[src/rtl/riscv_pipe_pkg.sv]
// Shared constants for the 5-stage RISC-V pipeline: datapath widths,
// control-bundle bit layout and ALU operation encodings.
package riscv_pipe_pkg;

    localparam int XLEN   = 32;
    localparam int CTRL_W = 9;

    // Control bundle layout: {RegWrite, MemRead, MemWrite, MemtoReg, ALUSrc, alu_op[3:0]}
    localparam int CTRL_REGWRITE  = 8;
    localparam int CTRL_MEMREAD   = 7;
    localparam int CTRL_MEMWRITE  = 6;
    localparam int CTRL_MEMTOREG  = 5;
    localparam int CTRL_ALUSRC    = 4;
    localparam int CTRL_ALUOP_MSB = 3;
    localparam int CTRL_ALUOP_LSB = 0;

    typedef enum logic [3:0] {
        ALU_ADD  = 4'h0,
        ALU_SUB  = 4'h1,
        ALU_AND  = 4'h2,
        ALU_OR   = 4'h3,
        ALU_XOR  = 4'h4,
        ALU_SLL  = 4'h5,
        ALU_SRL  = 4'h6,
        ALU_SRA  = 4'h7,
        ALU_SLT  = 4'h8,
        ALU_SLTU = 4'h9
    } alu_op_e;

    // A bubble must not write, read or touch memory downstream.
    localparam logic [CTRL_W-1:0] BUBBLE_CTRL = '0;

endpackage

[src/rtl/load_use_detector.sv]
// Combinational load-use hazard detection between the instruction in ID
// and a load sitting in EX.
module load_use_detector (
    input  logic       valid_id_i,
    input  logic       valid_ex_i,
    input  logic       memread_ex_i,
    input  logic [4:0] rd_ex_i,
    input  logic [4:0] rs1_id_i,
    input  logic [4:0] rs2_id_i,
    input  logic       use_rs1_id_i,
    input  logic       use_rs2_id_i,
    input  logic       flush_ex_i,
    output logic       load_use_o
);

    logic rs1_hit;
    logic rs2_hit;

    assign rs1_hit = use_rs1_id_i & (rs1_id_i == rd_ex_i);
    assign rs2_hit = use_rs2_id_i & (rs2_id_i == rd_ex_i);

    // x0 is never a real producer; a flush squashes the consumer anyway.
    assign load_use_o = valid_id_i & valid_ex_i & memread_ex_i & (rd_ex_i != 5'd0)
                      & (rs1_hit | rs2_hit) & ~flush_ex_i;

endmodule

[src/rtl/id_ex_stage.sv]
// ID/EX pipeline register: captures decoded operands, inserts bubbles on
// load-use hazards and branch flush, holds on memory stall.
module id_ex_stage
    import riscv_pipe_pkg::*;
#(
    parameter int XLEN   = riscv_pipe_pkg::XLEN,
    parameter int CTRL_W = riscv_pipe_pkg::CTRL_W,
    parameter int CNT_W  = 16
) (
    input  logic              clk,
    input  logic              reset_n,
    input  logic              valid_id,
    input  logic [XLEN-1:0]   pc_id,
    input  logic [4:0]        rs1_id,
    input  logic [4:0]        rs2_id,
    input  logic [4:0]        rd_id,
    input  logic              use_rs1_id,
    input  logic              use_rs2_id,
    input  logic [CTRL_W-1:0] ctrl_id,
    input  logic [XLEN-1:0]   imm_id,
    input  logic [XLEN-1:0]   rs1_data_id,
    input  logic [XLEN-1:0]   rs2_data_id,
    input  logic              mem_stall,
    input  logic              flush_ex,
    output logic              valid_ex,
    output logic [XLEN-1:0]   pc_ex,
    output logic [4:0]        rs1_ex,
    output logic [4:0]        rs2_ex,
    output logic [4:0]        rd_ex,
    output logic              use_rs1_ex,
    output logic              use_rs2_ex,
    output logic [CTRL_W-1:0] ctrl_ex,
    output logic [XLEN-1:0]   imm_ex,
    output logic [XLEN-1:0]   rs1_data_ex,
    output logic [XLEN-1:0]   rs2_data_ex,
    output logic              stall_id,
    output logic              bubble_ex,
    output logic [CNT_W-1:0]  load_use_count
);

    logic              valid_q,    valid_d;
    logic [XLEN-1:0]   pc_q,       pc_d;
    logic [4:0]        rs1_q,      rs1_d;
    logic [4:0]        rs2_q,      rs2_d;
    logic [4:0]        rd_q,       rd_d;
    logic              use_rs1_q,  use_rs1_d;
    logic              use_rs2_q,  use_rs2_d;
    logic [CTRL_W-1:0] ctrl_q,     ctrl_d;
    logic [XLEN-1:0]   imm_q,      imm_d;
    logic [XLEN-1:0]   rs1_data_q, rs1_data_d;
    logic [XLEN-1:0]   rs2_data_q, rs2_data_d;
    logic              bubble_q,   bubble_d;
    logic [CNT_W-1:0]  count_q,    count_d;
    logic              load_use;

    load_use_detector u_load_use_detector (
        .valid_id_i   (valid_id),
        .valid_ex_i   (valid_q),
        .memread_ex_i (ctrl_q[CTRL_MEMREAD]),
        .rd_ex_i      (rd_q),
        .rs1_id_i     (rs1_id),
        .rs2_id_i     (rs2_id),
        .use_rs1_id_i (use_rs1_id),
        .use_rs2_id_i (use_rs2_id),
        .flush_ex_i   (flush_ex),
        .load_use_o   (load_use)
    );

    assign stall_id = mem_stall | load_use;

    always_comb begin
        valid_d    = valid_q;
        pc_d       = pc_q;
        rs1_d      = rs1_q;
        rs2_d      = rs2_q;
        rd_d       = rd_q;
        use_rs1_d  = use_rs1_q;
        use_rs2_d  = use_rs2_q;
        ctrl_d     = ctrl_q;
        imm_d      = imm_q;
        rs1_data_d = rs1_data_q;
        rs2_data_d = rs2_data_q;
        bubble_d   = bubble_q;
        count_d    = count_q;
        // A pending flush during mem_stall is dropped: upstream re-presents it.
        if (mem_stall) begin
            // hold everything
        end else if (flush_ex || load_use) begin
            valid_d    = 1'b0;
            pc_d       = '0;
            rs1_d      = '0;
            rs2_d      = '0;
            rd_d       = '0;
            use_rs1_d  = 1'b0;
            use_rs2_d  = 1'b0;
            ctrl_d     = BUBBLE_CTRL;
            imm_d      = '0;
            rs1_data_d = '0;
            rs2_data_d = '0;
            bubble_d   = 1'b1;
            if (!flush_ex && (count_q != {CNT_W{1'b1}})) begin
                count_d = count_q + 1'b1;
            end
        end else begin
            valid_d    = valid_id;
            pc_d       = pc_id;
            rs1_d      = rs1_id;
            rs2_d      = rs2_id;
            rd_d       = valid_id ? rd_id : 5'd0;
            use_rs1_d  = valid_id & use_rs1_id;
            use_rs2_d  = valid_id & use_rs2_id;
            ctrl_d     = valid_id ? ctrl_id : BUBBLE_CTRL;
            imm_d      = imm_id;
            rs1_data_d = rs1_data_id;
            rs2_data_d = rs2_data_id;
            bubble_d   = 1'b0;
        end
    end

    always_ff @(posedge clk or negedge reset_n) begin
        if (!reset_n) begin
            valid_q    <= 1'b0;
            pc_q       <= '0;
            rs1_q      <= '0;
            rs2_q      <= '0;
            rd_q       <= '0;
            use_rs1_q  <= 1'b0;
            use_rs2_q  <= 1'b0;
            ctrl_q     <= '0;
            imm_q      <= '0;
            rs1_data_q <= '0;
            rs2_data_q <= '0;
            bubble_q   <= 1'b0;
            count_q    <= '0;
        end else begin
            valid_q    <= valid_d;
            pc_q       <= pc_d;
            rs1_q      <= rs1_d;
            rs2_q      <= rs2_d;
            rd_q       <= rd_d;
            use_rs1_q  <= use_rs1_d;
            use_rs2_q  <= use_rs2_d;
            ctrl_q     <= ctrl_d;
            imm_q      <= imm_d;
            rs1_data_q <= rs1_data_d;
            rs2_data_q <= rs2_data_d;
            bubble_q   <= bubble_d;
            count_q    <= count_d;
        end
    end

    assign valid_ex       = valid_q;
    assign pc_ex          = pc_q;
    assign rs1_ex         = rs1_q;
    assign rs2_ex         = rs2_q;
    assign rd_ex          = rd_q;
    assign use_rs1_ex     = use_rs1_q;
    assign use_rs2_ex     = use_rs2_q;
    assign ctrl_ex        = ctrl_q;
    assign imm_ex         = imm_q;
    assign rs1_data_ex    = rs1_data_q;
    assign rs2_data_ex    = rs2_data_q;
    assign bubble_ex      = bubble_q;
    assign load_use_count = count_q;

endmodule

[config.mk]
export PLATFORM = sky130hd
export DESIGN_NAME = id_ex_stage
export DESIGN_NICKNAME = d
export VERILOG_FILES = /design/src/rtl/riscv_pipe_pkg.sv /design/src/rtl/load_use_detector.sv /design/src/rtl/id_ex_stage.sv
export SDC_FILE = /design/constraint.sdc
export NUM_CORES = 1
export LEC_CHECK = 0
export BUFFER_PORTS_ARGS = -buffer_cell sky130_fd_sc_hd__buf_4
export CAP_MARGIN = 20
export CORE_AREA = 2 2 128 130
export CTS_BUF_LIST = sky130_fd_sc_hd__clkbuf_2
export CTS_CLUSTER_DIAMETER = 40
export CTS_CLUSTER_SIZE = 25
export DETAILED_ROUTE_END_ITERATION = 12
export DIE_AREA = 0 0 130 132
export HOLD_SLACK_MARGIN = 0.03
export PLACE_DENSITY = 0.73
export SLEW_MARGIN = 20
export SYNTH_ARGS = -nofsm -noshare
export SYNTH_HDL_FRONTEND = slang
export SYNTH_SLANG_ARGS = --single-unit
[constraint.sdc]
create_clock -name clk -period 2.49 [get_ports clk]
set_input_delay 0.498 -clock clk [delete_from_list [all_inputs] [get_ports clk]]
set_output_delay 0.498 -clock clk [all_outputs]
set_load 0.1 [all_outputs]
==> results of run 1 <==
[synth_stat cells, drive strengths merged]
cell and instances:
nand3 8, nor3 3, xnor2 25, and3 4, inv 3, buf 17, dfrtp 172, o2111a 1
o21bai 1, o22ai 1, or2 1, nand2 8, and4 1, a21o 1, mux2 1, nor2 5
nor4 1, a22o 154, o2111ai 1, ha 1, clkbuf 19, or4 1, a21oi 3, nand4 15
[through the flow]
stage                     hold WS (ns)  instance area (µm²)  setup slack, ns  cells
final                            0.226                11100           -0.435   1160
after global routing             0.146                11100           -0.589   1160
after CTS                        0.158                11000           -0.521   1159
after detailed placement         0.455                 9170            0.178    967
after global placement           0.451                 9170            0.208    967
after floorplan                  0.202                 6520          -0.0213    447
[kinds of logic (layout without fill, tap and decap cells)]
logic type               after synthesis  count (layout)  share of synthesized area [%]
flip-flops                           172             172                           66.6
multiplexers                           1               1                          0.174
buffers and inverters                 39             536                           3.87
adder cells (fa/ha/maj)                1               1                          0.193
XOR/XNOR                              25              25                           3.39
AND/OR/NAND/NOR                       47              47                           3.89
AO/OA/AOI/OAI                        162             162                           21.9
[repair_timing]
item / CTS / global route
hold endpoints to repair: 271 / 0
gates cloned: 0 / 1
buffers inserted: 3 / 1
hold buffers: 157 / 0
gates resized for setup: 5 / 6
endpoints found under the setup margin: 1 / 20
pin swaps: 4 / 3
[final cells by class]
| type | count | area share (%) |
|---|---|---|
| repair buffers | 501 | 38.5 |
| well taps | 216 | 2.44 |
| multi-input cells | 236 | 17.7 |
| flip-flops and latches | 172 | 39.1 |
| clock buffers | 19 | 0.860 |
| inverters | 3 | 0.102 |
| clock inverters | 13 | 1.28 |
[registers in the layout (all words and copies together), names as in the netlist]
register,count
bubble_ex,1
ctrl_ex,9
imm_ex,32
load_use_count,16
pc_ex,32
rd_ex,5
rs1_data_ex,32
rs1_ex,5
rs2_data_ex,32
rs2_ex,5
use_rs1_ex,1
use_rs2_ex,1
valid_ex,1
[critical path, delay by kind of cell, from the launching register on]
| family | cells | cell delay (ns) |
|---|---|---|
| flip-flops | 1 | 0.54 |
| buffers and inverters | 1 | 0.17 |
| AND/OR/NAND/NOR | 2 | 0.61 |
| AO/OA/AOI/OAI | 2 | 0.38 |
[layer usage]
layer	vias to the layer above	wire, µm
met5	-	13
met2	289	11800
met4	2	989
met1	3032	8650
met3	74	1580
li1	2677	-
[worst min-delay path by stage]
stage	startpoint	end	slack [ns]	cells after the start
floorplan	reset_n	bubble_ex$_DFFE_PN0N_	0.20	0
global placement	reset_n	rs2_data_ex[1]$_DFFE_PN0N_	0.45	1
detailed placement	reset_n	rs2_data_ex[1]$_DFFE_PN0N_	0.46	1
CTS	reset_n	rs2_data_ex[1]$_DFFE_PN0N_	0.16	2
global route	reset_n	pc_ex[20]$_DFFE_PN0N_	0.15	2
finish	reset_n	rs2_data_ex[1]$_DFFE_PN0N_	0.23	2
[power groups by stage]
stage	clock network, µW	logic, µW	registers, µW
after detailed placement	0	2380	3160
after CTS	1520	2590	3110
after floorplan	0	302	4540
after global placement	0	2350	3150
after global routing	1650	2690	3140
final	1480	2620	3120
==> flow_summary_export.csv, run 1 <==
group,metric,value,unit
grt,grt_antenna_before_repair,1,
logic_synthesis,synthesis.yosys.warnings,0,
clocking,cts_buffer_depth,2,
sta,fin_crit,2.92,ns
route,postRouteWirelength,23.0,mm
die,floorplan.initialDensity,41.2,%
grt,track_usage,26.2,%
die,design.die.area,0.0172,mm²
critical_path,timing.critical_path.cells,"or4_4, o2111a_2, nand2_4, o21bai_4, buf_12",
power,p_int,4210,µW
critical_path,critPathArrivalTime,2.43,ns
finish,mostFrequentLayoutCell,"buf_4",
sta,timing.max_slew.rel_slack,52.4,%
logic_synthesis,synthDominantCellAreaShare,66.6,%
power,static-leakage-power,0.00558,µW
grt,largest_net_degree_at_the_start_of_global_routing,153,
finish,finalCoreUtilization,70.4,%
sta,tightest_slew,0.714,ns
critical_path,critical_path.reg2reg.endpoint,"ctrl_ex[6]$_DFFE_PN0N_",
logic_synthesis,yosys.area.top_type,"dfrtp_1",
critical_path,critical_path.max_stage_delay,0.54,ns
logic_synthesis,synth.ff_latch_count,172,
critical_path,setup.worst_path.start,"rd_ex[2]$_DFFE_PN0N_",
finish,layout.cells.most_common_list,"335 x buf_4, 167 x dfrtp_1, 157 x dlygate4sd3_1",
route,post_drt_via_cell_ratio,5.24,
critical_path,setup.worst_path.end_class,"output port",
power,p_seq_share,43.2,%
sta,report.final.slew_viol_count,0,
sta,post-route-period-util,117,%
sta,post-route-worst-setup-slack,-0.435,ns
flow_run,drv_cap,0,
logic_synthesis,synth_cell_type_count,27,
critical_path,crit_path_start_kind,"register",
clocking,cts_inserted_buffers,17,
critical_path,path_class,"register to output port",
finish,drive_gt1_share,41.4,%
grt,overflow,0,
power,clock_group_share_of_total_power,20.5,%
power,cellPowerDensity,653,mW/mm²
grt,grt_met1_use,29.5,%
die,io_pins,332,
sta,setup_total_negative_slack,-0.435,ns
hold_path,holdCritPathClass,"primary input to asynchronous set/reset pin",
logic_synthesis,synthesis.instances,447,
critical_path,ff2ff_setup_slack,0.04,ns
placed_design,gp_congestion,0.809,
power,power.share.combinational,36.3,%
die,placeableCoreArea,0.0157,mm²
finish,num-nets-final,1091,
power,power.net_switching,3000,µW
route,firstDrtPassIters,5,
logic_synthesis,post_synth_main_area_contributors,"dfrtp_1 67%, a22o_1 21%, xnor2_1 3.4%",
logic_synthesis,syn_avg_cell_area,14.5,µm²
critical_path,critical-path-slowest-cell,"dfrtp_4",
critical_path,cp_data_required_time,1.99,ns
clocking,clock_insertion_delay_at_the_later_pin_of_the_skew_report,0.73,ns
placed_design,input_output_buffers,331,
sta,clock-skew-final,0.0360,ns
route,routed-via-count,6074,
grt,via_count_of_the_first_global_routing_pass,6556,
logic_synthesis,syn-cell-area,0.00647,mm²
route,ant_nets,0,
route,avg_wl_per_cell,19.9,µm
sta,fmaxAchievable,0.342,GHz
logic_synthesis,synth_seq_area_share,66.6,%
grt,global_route.usage.met2,45.5,%
logic_synthesis,net_count_after_synthesis,607,
sta,setup_viol_count_final,1,
finish,register_area,0.00432,mm²
finish,fillCellCount,1039,
grt,grt_pass1_wl,34.7,mm
die,chipWidth,130,µm
route,detail_route.drc_violations,0,
critical_path,worst_setup_path_endpoint,"stall_id",
finish,multiInputGateArea,0.00196,mm²
critical_path,regToRegStartpoint,"rd_ex[2]$_DFFE_PN0N_",
grt,global_route.usage.met3,6.98,%
finish,area_growth_syn_to_layout,70.9,%
clocking,clk_root_buffer_cell,"clkbuf_2",
outcome,failed_checks,"negative setup slack",
route,drt-initial-drc-count,297,
grt,grt_busiest_layer,"met2",
clocking,tritoncts,"yes",
finish,num_antenna_cells,0,
clocking,cts.sink_count,172,
power,sw_frac_of_total,41.6,%
clocking,cts_max_level,4,
critical_path,reg2reg_depth,6,
sta,rsz0062_at_grt,"true",
die,number_of_placement_rows,46,
critical_path,worst-path-max-fanout,2,
power,vdd.ir_drop.worst,323,µV
clocking,cts.reportedPaths.clkPinSlew,0.26,ns
outcome,run_status,"complete, but fails checks",
die,die_h,132,µm
placed_design,dpl.hpwl,14.0,mm
sta,timing_hold_violations_final,0,
power,total_power_consumption_of_the_routed_design,7220,µW
(Power assumes the default switching activity.)
==> run 2: changes to the inputs <==
- SKIP_CTS_REPAIR_TIMING: default -> 1
==> run 2 against run 1 <==
  * The run still ends with negative setup slack left
  * Clock power is essentially flat
  * Combinational power is essentially flat
  * Worst setup slack lost 0.026 ns
  * Cell area shrank 0.14%
  * Routed wire length grew 1.1%
  * Critical path type unchanged
  * Highest routed layer unchanged
==> flow_summary_export.csv, run 2 (synthesized netlist as in run 1, its figures left out) <==
group,metric,value,unit
route,drt-initial-drc-count,288,
sta,post-route-worst-setup-slack,-0.461,ns
clocking,clock_insertion_delay_at_the_later_pin_of_the_skew_report,0.74,ns
critical_path,path_class,"register to output port",
route,routed-via-count,6065,
clocking,tritoncts,"yes",
critical_path,ff2ff_setup_slack,-0.01,ns
clocking,cts_inserted_buffers,17,
critical_path,critPathArrivalTime,2.45,ns
route,ant_nets,0,
power,vdd.ir_drop.worst,328,µV
clocking,clk_root_buffer_cell,"clkbuf_2",
clocking,cts.reportedPaths.clkPinSlew,0.26,ns
grt,grt_antenna_before_repair,1,
die,io_pins,332,
die,placeableCoreArea,0.0157,mm²
sta,timing_hold_violations_final,0,
finish,num_antenna_cells,0,
sta,timing.max_slew.rel_slack,47.9,%
sta,post-route-period-util,119,%
power,sw_frac_of_total,41.7,%
power,p_seq_share,43.2,%
die,chipWidth,130,µm
sta,worst_hold_margin,0.171,ns
finish,final_cell_area,0.0110,mm²
die,number_of_placement_rows,46,
critical_path,cp_data_required_time,1.99,ns
sta,rsz0062_at_grt,"true",
power,power.share.combinational,36.2,%
finish,drive_gt1_share,41.5,%
critical_path,crit_path_start_kind,"register",
outcome,run_status,"complete, but fails checks",
critical_path,critical_path.reg2reg.endpoint,"rs1_data_ex[10]$_DFFE_PN0N_",
grt,grt_pass1_wl,29.4,mm
hold_path,whs_endpoint,"ctrl_ex[6]$_DFFE_PN0N_",
hold_path,min_from,"valid_id",
finish,num-nets-final,1092,
finish,mostFrequentLayoutCell,"buf_4",
critical_path,reg2reg_depth,6,
finish,area_growth_syn_to_layout,70.7,%
route,firstDrtPassIters,4,
placed_design,gp_congestion,0.809,
placed_design,input_output_buffers,331,
sta,tightest_slew,0.782,ns
finish,layout.cells.most_common_list,"338 x buf_4, 167 x dfrtp_1, 156 x dlygate4sd3_1",
sta,fin_crit,2.95,ns
die,design.die.area,0.0172,mm²
clocking,cts.sink_count,172,
critical_path,setup.worst_path.end_class,"output port",
route,post_drt_via_cell_ratio,5.22,
route,detail_route.drc_violations,0,
grt,via_count_of_the_first_global_routing_pass,5481,
placed_design,placed_cells_incl_taps,967,
sta,fmaxAchievable,0.339,GHz
route,postRouteWirelength,23.3,mm
power,cellPowerDensity,654,mW/mm²
hold_path,whs_path_depth,4,
critical_path,regToRegStartpoint,"rd_ex[2]$_DFFE_PN0N_",
grt,largest_net_degree_at_the_start_of_global_routing,153,
finish,count_of_placed_standard_cells_in_the_final_layout_fillers_left_out,1161,
power,static-leakage-power,0.00557,µW
sta,clock-skew-final,0.0383,ns
hold_path,holdCritPathClass,"primary input to register",
power,clock_group_share_of_total_power,20.6,%
placed_design,dpl.hpwl,14.0,mm
outcome,failed_checks,"negative setup slack",
sta,setup_viol_count_final,4,
critical_path,worst-path-max-fanout,4,
flow_run,drv_cap,0,
clocking,cts_max_level,4,
die,floorplan.initialDensity,41.2,%
grt,track_usage,22.2,%
route,avg_wl_per_cell,20.1,µm
power,p_int,4210,µW
sta,report.final.slew_viol_count,0,
grt,overflow,0,
clocking,cts_buffer_depth,2,
die,die_h,132,µm
placed_design,placed_area,0.00917,mm²
power,power.net_switching,3010,µW
[run 2: per-layer routing]
| metal | global-route usage, % | vias up | share of wire [%] |
|---|---|---|---|
| met5 | 0 | - | 0.056 |
| met4 | 9.98 | 2 | 3.1 |
| met3 | 7.95 | 50 | 6.9 |
| met2 | 37.1 | 285 | 53 |
| met1 | 25.2 | 3054 | 37 |
| li1 | - | 2674 | - |
[run 2: final cells by class]
cell class | count | area [µm²]
fillers | 1049 | 4670
flip-flops and latches | 172 | 4320
repair buffers | 502 | 4250
multi-input cells | 236 | 1950
well taps | 216 | 270
clock inverters | 13 | 141
clock buffers | 19 | 95.1
inverters | 3 | 11.3
[run 2: worst max-delay path by stage]
stage	start	to
5_1_grt	rd_ex[2]$_DFFE_PN0N_	stall_id
3_5_place_dp	rd_ex[1]$_DFFE_PN0N_	rs1_data_ex[14]$_DFFE_PN0N_
2_1_floorplan	rd_ex[4]$_DFFE_PN0N_	stall_id
6_report	rd_ex[2]$_DFFE_PN0N_	stall_id
4_1_cts	rd_ex[1]$_DFFE_PN0N_	stall_id
3_3_place_gp	rd_ex[1]$_DFFE_PN0N_	stall_id
[run 2: metrics by stage]
step           total power, µW  setup slack [ns]  setup TNS (ns)  util (%)
2_1_floorplan             4840           -0.0213         -0.0213         -
3_3_place_gp              5500             0.208               0      58.4
3_5_place_dp              5540             0.178               0      58.4
4_1_cts                   7010            -0.721          -0.721      59.9
5_1_grt                   7480            -0.632           -2.99      70.3
6_report                  7220            -0.461          -0.479      70.3
[run 2: power groups by stage]
stage	logic [µW]	clock network [µW]	registers, µW
after CTS	2380	1520	3110
after global routing	2690	1650	3140
final	2620	1490	3120
after detailed placement	2380	0	3160
after global placement	2350	0	3150
after floorplan	302	0	4540
[run 2: critical path, stage by stage (launching register included)]
cell	delay, ns
dfrtp_4	0.55
or4_4	0.54
o2111a_2	0.31
nand2_4	0.08
o21bai_4	0.07
buf_12	0.17
